**src/rtl/ram_fill_ctrl.sv**
```systemverilog
// ram_fill_ctrl: collects RAM_SIZE stream words into a staging buffer, pulses the
// bank load strobe once per frame and holds the frame valid until the consumer acks.
// Optional feature macro RAM_FILL_AUTO_RESTART_EN: ack in FULL re-enters FILL without start.
module ram_fill_ctrl #(
    parameter int BIT_SIZE = 16,
    parameter int RAM_SIZE = 8,
    parameter int CNT_W    = 3
) (
    input  logic                         clk,
    input  logic                         rst,
    input  logic                         start,
    input  logic                         abort,
    input  logic                         in_valid,
    output logic                         in_ready,
    input  logic [BIT_SIZE-1:0]          in_data,
    output logic                         ram_ld,
    output logic [BIT_SIZE*RAM_SIZE-1:0] ram_par_in,
    output logic                         frame_valid,
    input  logic                         ack,
    output logic                         busy,
    output logic [CNT_W-1:0]             word_cnt
);

    typedef enum logic [1:0] {
        IDLE = 2'd0,
        FILL = 2'd1,
        LOAD = 2'd2,
        FULL = 2'd3
    } state_t;

    localparam logic [CNT_W-1:0] LAST_IDX = CNT_W'(RAM_SIZE - 1);

    state_t state;

    // FULL exit target on ack: with auto-restart every ack re-enters FILL.
    logic restart;
`ifdef RAM_FILL_AUTO_RESTART_EN
    assign restart = 1'b1;
`else
    assign restart = start;
`endif

    // Registered FSM; every output is a register decoded from the next state.
    // in_ready depends on state only, so no combinational path from in_valid.
    always_ff @(posedge clk) begin
        if (rst) begin
            state       <= IDLE;
            word_cnt    <= '0;
            ram_par_in  <= '0;
            ram_ld      <= 1'b0;
            frame_valid <= 1'b0;
            busy        <= 1'b0;
            in_ready    <= 1'b0;
        end else begin
            case (state)
                IDLE: begin
                    if (start) begin
                        state    <= FILL;
                        word_cnt <= '0;
                        in_ready <= 1'b1;
                        busy     <= 1'b1;
                    end
                end

                FILL: begin
                    // abort wins over a simultaneous accept; the word is dropped
                    if (abort) begin
                        state    <= IDLE;
                        word_cnt <= '0;
                        in_ready <= 1'b0;
                        busy     <= 1'b0;
                    end else if (in_valid) begin
                        ram_par_in[word_cnt*BIT_SIZE +: BIT_SIZE] <= in_data;
                        if (word_cnt == LAST_IDX) begin
                            state    <= LOAD;
                            word_cnt <= '0;
                            in_ready <= 1'b0;
                            ram_ld   <= 1'b1;
                        end else begin
                            word_cnt <= word_cnt + CNT_W'(1);
                        end
                    end
                end

                LOAD: begin
                    state       <= FULL;
                    ram_ld      <= 1'b0;
                    frame_valid <= 1'b1;
                end

                FULL: begin
                    // staging buffer is left untouched here so the bank copy stays coherent
                    if (ack) begin
                        frame_valid <= 1'b0;
                        if (restart) begin
                            state    <= FILL;
                            word_cnt <= '0;
                            in_ready <= 1'b1;
                        end else begin
                            state <= IDLE;
                            busy  <= 1'b0;
                        end
                    end
                end

                default: begin
                    state       <= IDLE;
                    word_cnt    <= '0;
                    ram_ld      <= 1'b0;
                    frame_valid <= 1'b0;
                    busy        <= 1'b0;
                    in_ready    <= 1'b0;
                end
            endcase
        end
    end

endmodule

```
**config.mk**
```make
export PLATFORM = sky130hd
export DESIGN_NAME = ram_fill_ctrl
export DESIGN_NICKNAME = d
export VERILOG_FILES = /design/src/rtl/ram_fill_ctrl.sv
export SDC_FILE = /design/constraint.sdc
export NUM_CORES = 1
export LEC_CHECK = 0
export CORE_UTILIZATION = 49
export DETAILED_ROUTE_END_ITERATION = 8
export PLACE_DENSITY_LB_ADDON = 0.2
export SLEW_MARGIN = 10
export SYNTH_ARGS = -nofsm -noshare
export SYNTH_HDL_FRONTEND = slang
export SYNTH_SLANG_ARGS = --single-unit
```
**constraint.sdc**
```tcl
create_clock -name clk -period 3.83 [get_ports clk]
set_input_delay 0.5745 -clock clk [delete_from_list [all_inputs] [get_ports clk]]
set_output_delay 0.5745 -clock clk [all_outputs]
set_load 0.05 [all_outputs]
```
==> results.sh, run 1 <==
export IMPL_cts_htree_levels=4
export IMPL_status="complete, but fails checks"
export IMPL_synthArstFlopShare=0
export IMPL_clkSinkCount=137
export IMPL_period_minus_slack_ns=3.163
export IMPL_cts_tree="yes"
export IMPL_dieArea_um2=12440
export IMPL_gp_congestion=0.8114
export IMPL_maxCapViolCount=0
export IMPL_synth_area_leaders="dfxtp_1 (47%), mux2i_1 (13%), nand2_1 (8.7%), nor2b_1 (2.8%), a31o_2 (2.7%)"
export IMPL_nets=792
export IMPL_crit_buf_inv=3
export IMPL_cp_depth=8
export IMPL_antenna_cells=0
export IMPL_rows=39
export IMPL_crit_required_ns=4.13
export IMPL_io_pins=157
export IMPL_finalSetupTns_ns=0
export IMPL_synth_cells=630
export IMPL_hold_viol_final=0
export IMPL_die_h_um=111.5
export IMPL_hpwl_um=11430
export IMPL_grt_pass1_wl_um=26850
export IMPL_syn_area_um2=5877
export IMPL_clk_path_buf_depth=2
export IMPL_grt_setup_unrepaired="false"
export IMPL_final_core_util=0.7011
export IMPL_hold_depth=2
export IMPL_cts_buffers=17
export IMPL_avgViaCountPerCell=5.722
export IMPL_final_common_cell="clkdlybuf4s50_1"
export IMPL_wl_um=17170
export IMPL_cp_end_kind="flip-flop"
export IMPL_avgSynthCellArea_um2=9.328
export IMPL_clk_pin_slew_ns=0.06
export IMPL_finalSetupViolCount=0
export IMPL_grtUsageTotal=0.2779
export IMPL_r2r_end="ram_par_in[61]$_SDFFE_PP0P_"
export IMPL_coreArea_um2=11560
export IMPL_crit_fanout=32
export IMPL_min_from="ram_par_in[100]$_SDFFE_PP0P_"
export IMPL_max_slew_margin=0.2121
export IMPL_num_vias=5270
export IMPL_antenna_left=0
export IMPL_drc_errors=8
export IMPL_grt_max_degree=119
export IMPL_start_kind="flip-flop"
export IMPL_synth_area_leader_cell="dfxtp_1"
export IMPL_worstMarginPinSlew_ns=1.182
export IMPL_port_buffers=156
export IMPL_hp_class="reg -> reg"
export IMPL_slew_violations=0
export IMPL_max_stage_delay_ns=0.69
export IMPL_wire_per_inst_um=18.65
export IMPL_yosysTopAreaCellShare=0.4667
export IMPL_drtPass1Iterations=6
export IMPL_insertion_delay_ns=0.42
export IMPL_rr_worst_depth=8
export IMPL_synth_edf_count=0
export IMPL_syn_nets=657
export IMPL_root_buffer="clkbuf_16"
export IMPL_syn2layout_area_growth_pct=37.96
export IMPL_path_cells="inv_1 > buf_4 > ha_1 > ha_1 > buf_4 > or3b_1 > or3_1 > a31o_2"
export IMPL_fp_dieW_um=111.5
export IMPL_hold_end="ram_par_in[100]$_SDFFE_PP0P_"
export IMPL_max_freq_mhz=316.2
export IMPL_violations="DRC"
export IMPL_ys_types=44
export IMPL_cts_hold_buffers_added=0
export IMPL_overflow=0
export IMPL_drtIter0Drc=342
export IMPL_rr_startpoint="word_cnt[0]$_SDFFE_PP0P_"
export IMPL_cpLargestDelayFamily="simple AND/OR/NAND/NOR gates"
export IMPL_start_util=0.5082
export IMPL_ir_drop_uv=281.1
export IMPL_post_cts_buffers=0
export IMPL_grt_pass1_vias=5081
export IMPL_power_density_nw_per_um2=418.4
export IMPL_post_cts_resized=0
export IMPL_antenna_found_initial=0
export IMPL_power_leakage_nw=2.688
export IMPL_worstSetupPathType="reg -> reg"
export IMPL_yosysSeqAreaShare=0.4667
export IMPL_slowest_stage="or3_1"
export IMPL_drive_above_1_share=0.1093
export IMPL_ys_ff_latch=137
export IMPL_synth_flop_cell="dfxtp_1"
export IMPL_worstPathArrival_ns=3.47
export IMPL_r2r_slack_ns=0.67
export IMPL_final_cell_mix="clkdlybuf4s50_1 (155), dfxtp_1 (137), nand2_1 (136)"
export IMPL_ys_warn_count=0
export IMPL_fin_crit_sh=0.8258
export IMPL_clock_skew_final_ns=0.008555
==> state kept, by name, indices dropped and copies added (netlist names), named ones only <==
signal,flops
busy,1
ram_par_in,128
in_ready,1
frame_valid,1
ram_ld,1
word_cnt,3
state,1
==> kinds of logic after synthesis <==
family	share of synthesized area
buf+inv	0.04812
fa+ha+maj	0.01065
flops	0.4667
simple gates	0.2353
mux	0.1412
compound gates	0.09815
==> how the worst max path moves through the flow <==
stage                             start                           to  slack (ns)
2_1_floorplan  word_cnt[0]$_SDFFE_PP0P_  ram_par_in[70]$_SDFFE_PP0P_        0.71
3_5_place_dp   word_cnt[0]$_SDFFE_PP0P_  ram_par_in[52]$_SDFFE_PP0P_        0.73
6_report       word_cnt[0]$_SDFFE_PP0P_  ram_par_in[61]$_SDFFE_PP0P_        0.67
4_1_cts        word_cnt[0]$_SDFFE_PP0P_  ram_par_in[61]$_SDFFE_PP0P_        0.69
3_3_place_gp   word_cnt[0]$_SDFFE_PP0P_  ram_par_in[58]$_SDFFE_PP0P_        0.83
5_1_grt        word_cnt[0]$_SDFFE_PP0P_  ram_par_in[61]$_SDFFE_PP0P_        0.52
==> worst register-to-register path: stages, from the launching register on <==
cell and delay [ns]:
dfxtp_1 0.32, inv_1 0.04, buf_4 0.20, ha_1 0.25, ha_1 0.29, buf_4 0.31
or3b_1 0.57, or3_1 0.69, a31o_2 0.38
==> area by class of cell <==
type | instances | area, um2
Fill cell | 891 | 3457
Timing Repair Buffer | 170 | 1662
Sequential cell | 137 | 2743
Multi-Input combinational cell | 435 | 2874
Clock inverter | 12 | 197.7
Clock buffer | 20 | 436.7
Inverter | 4 | 16.27
Tap cell | 143 | 178.9
==> power breakdown <==
part | total (mW) | switching, mW | internal (mW) | leakage, nW
sequential | 1.44 | 0.00609 | 1.43 | 1.10
clock | 1.77 | 0.620 | 1.15 | 0.304
combinational | 0.180 | 0.122 | 0.0584 | 1.28
total | 3.39 | 0.747 | 2.64 | 2.69
==> routing by layer <==
metal	routed length (um)	vias to the layer above	global-route usage
met1	7501	2513	0.3523
met5	0	-	0
met3	1051	44	0.05934
met2	7976	237	0.4417
li1	-	2476	-
met4	643	0	0.1541
==> cells in the mapped netlist (all sizes together), types with 3 or more instances <==
cell type	instances
buf	13
a31o	18
ha	5
nand3b	11
o211ai	7
nor4b	3
mux2i	75
nor2	5
nor2b	26
dfxtp	137
mux2	7
clkbuf	41
a21oi	27
a32o	6
o21ai	28
nor3b	3
nor4	22
inv	4
nand2	136
nand3	31
or3b	3
==> through the flow <==
stage | instance area (um2) | hold slack (ns) | power, mW | worst slack (ns) | std cells
final | 8108 | 0.4564 | 3.392 | 0.6670 | 921
after global routing | 8108 | 0.4769 | 3.475 | 0.5153 | 921
after CTS | 8102 | 0.4609 | 3.394 | 0.6947 | 921
after detailed placement | 7467 | 0.4468 | 1.645 | 0.7286 | 889
after global placement | 7467 | 0.4434 | 1.641 | 0.8263 | 889
after floorplan | 5877 | 0.6738 | 1.572 | 0.7147 | 630
Power figures use the tool's default switching activity.
==> run 2, diff against run 1 <==
CORE_UTILIZATION = 44   (was 49)
clock period = 2.9 ns   (was 3.83 ns; I/O delays follow)
==> run 2 against run 1 <==
Non-clock buffer count increased by 9. First-iteration DRC count up 28%. Total power rose by 25%. Utilization down 6.4 points. Routed wire length is 0.18% lower. Clock-buffer cell count is 1 lower. Sequential share of layout area decreased by 0.20 points. The run now ends clean. Worst setup slack worse by 0.38 ns. Register-to-register slack got worse by 0.38 ns. Combinational power grew 35%. Maximum frequency increased by 21%. Highest routed layer unchanged. Design area is 0.73% higher. Critical path type unchanged.
==> results.sh, run 2 (synthesis gave the netlist of run 1 again) <==
export IMPL_largestRegisters="ram_par_in (128), word_cnt (3)"
export IMPL_cp_depth=6
export IMPL_final_cell_mix="clkdlybuf4s50_1 (155), nand2_1 (136), dfxtp_1 (136)"
export IMPL_clock_skew_final_ns=0.01033
export IMPL_maxCapViolCount=0
export IMPL_ir_drop_uv=315.7
export IMPL_crit_fanout=16
export IMPL_rr_startpoint="word_cnt[0]$_SDFFE_PP0P_"
export IMPL_clk_pin_slew_ns=0.06
export IMPL_met2_wirelength_um=7962
export IMPL_dpl_cell_area_um2=7587
export IMPL_hp_class="in -> reg"
export IMPL_top_layer_used="met4"
export IMPL_avgViaCountPerCell=5.433
export IMPL_post_cts_buffers=0
export IMPL_rows=41
export IMPL_max_stage_delay_ns=0.69
export IMPL_dieArea_um2=13820
export IMPL_max_slew_margin=0.5149
export IMPL_gp_congestion=0.8125
export IMPL_r2r_end="ram_par_in[61]$_SDFFE_PP0P_"
export IMPL_regMostFlops="ram_par_in"
export IMPL_rr_worst_depth=6
export IMPL_setup_worst_path_start="word_cnt[0]$_SDFFE_PP0P_"
export IMPL_die_h_um=117.6
export IMPL_drc_errors=0
export IMPL_grt_max_degree=73
export IMPL_io_pins=157
export IMPL_r2r_slack_ns=0.29
export IMPL_slowest_stage="or3_1"
export IMPL_worstMarginPinSlew_ns=0.7222
export IMPL_path_cells="inv_1 > ha_1 > ha_1 > or3b_1 > or3_1 > a31o_2"
export IMPL_drive_above_1_share=0.1207
export IMPL_final_area_um2=8167
export IMPL_nets=801
export IMPL_route_met3_wl_um=1310
export IMPL_cp_common_cell="ha_1"
export IMPL_finalSetupTns_ns=0
export IMPL_grt_setup_unrepaired="false"
export IMPL_endpoint="ram_par_in[61]$_SDFFE_PP0P_"
export IMPL_coreArea_um2=12820
export IMPL_grt_pass1_vias=5224
export IMPL_worstSetupPathType="reg -> reg"
export IMPL_overflow=0
export IMPL_hpwl_um=11630
export IMPL_period_minus_slack_ns=2.610
export IMPL_antenna_left=0
export IMPL_max_freq_mhz=383.1
export IMPL_power_density_nw_per_um2=521.0
export IMPL_largest_reg_flops=128
export IMPL_fin_crit_sh=0.9002
export IMPL_antenna_found_initial=0
export IMPL_cts_htree_levels=4
export IMPL_cpLargestDelayFamily="simple AND/OR/NAND/NOR gates"
export IMPL_crit_buf_inv=1
export IMPL_grt_pass1_wl_um=27440
export IMPL_wl_um=17140
export IMPL_cts_hold_buffers_added=0
export IMPL_final_common_cell="clkdlybuf4s50_1"
export IMPL_cts_tree="yes"
export IMPL_drtIter0Drc=438
export IMPL_start_util=0.4582
export IMPL_crit_required_ns=3.20
export IMPL_start_kind="flip-flop"
export IMPL_cp_end_kind="flip-flop"
export IMPL_power_leakage_nw=2.703
export IMPL_antenna_cells=0
export IMPL_insertion_delay_ns=0.42
export IMPL_clk_path_buf_depth=2
export IMPL_fp_dieW_um=117.6
export IMPL_hold_viol_final=0
export IMPL_port_buffers=156
export IMPL_grtUsageTotal=0.2509
export IMPL_slew_violations=0
export IMPL_finalSetupViolCount=0
export IMPL_syn2layout_area_growth_pct=38.96
export IMPL_cts_buffers=17
export IMPL_root_buffer="clkbuf_16"
export IMPL_clkSinkCount=137
export IMPL_worstPathArrival_ns=2.91
export IMPL_drt_met1_wl_um=7447
export IMPL_drtPass1Iterations=4
export IMPL_post_cts_resized=0
export IMPL_wire_per_inst_um=17.87
export IMPL_num_vias=5210
export IMPL_status="complete, no violations"
-- run 2: cell types whose count changed in the layout (fill, tap and decap cells not counted), moves of 2 or more --
| cell | before | now |
|---|---|---|
| bufinv_16 | 5 | 2 |
| clkinvlp_4 | 2 | 5 |
| buf_4 | 14 | 22 |
| clkinv_2 | 4 | 2 |
| inv_6 | 1 | 3 |
-- run 2: worst min-delay path by stage --
| stage | startpoint | endpoint | slack (ns) | cells past startpoint |
|---|---|---|---|---|
| after floorplan | in_data[1] | ram_par_in[81]$_SDFFE_PP0P_ | 0.56 | 1 |
| after global placement | ram_par_in[0]$_SDFFE_PP0P_ | ram_par_in[0]$_SDFFE_PP0P_ | 0.44 | 2 |
| after detailed placement | ram_par_in[67]$_SDFFE_PP0P_ | ram_par_in[67]$_SDFFE_PP0P_ | 0.45 | 2 |
| after CTS | rst | ram_par_in[83]$_SDFFE_PP0P_ | 0.35 | 2 |
| after global routing | rst | ram_par_in[83]$_SDFFE_PP0P_ | 0.36 | 2 |
| final | rst | ram_par_in[83]$_SDFFE_PP0P_ | 0.36 | 2 |
-- run 2: layout make-up --
class / count / area (um2)
clock buffers: 19 / 432.9
clock inverters: 13 / 146.4
fillers: 1050 / 4658
inverters: 4 / 16.27
multi-input cells: 435 / 2868
flip-flops and latches: 137 / 2746
well taps: 172 / 215.2
repair buffers: 179 / 1742
-- run 2: power by group --
part / switching (mW) / internal (mW) / total, mW
clock network: 0.839 / 1.27 / 2.11
registers: 0.00836 / 1.89 / 1.90
logic: 0.162 / 0.0809 / 0.243
total: 1.01 / 3.25 / 4.25
-- run 2: through the flow --
step / total power [mW] / hold WS, ns / util / cells / setup slack [ns]
finish: 4.255 / 0.3624 / 0.6368 / 959 / 0.2895
global route: 4.371 / 0.3630 / 0.6368 / 959 / 0.1843
CTS: 4.275 / 0.3515 / 0.6368 / 959 / 0.2778
detailed placement: 2.179 / 0.4487 / 0.5916 / 927 / 0.2939
global placement: 2.175 / 0.4415 / 0.5916 / 927 / 0.3620
floorplan: 2.076 / 0.5608 / - / 630 / 0.03223
-- run 2: per-layer routing --
layer	up-vias	global-route usage
met5	-	0
met4	0	0.08814
met3	30	0.06977
met2	183	0.4142
li1	2505	-
met1	2492	0.3130
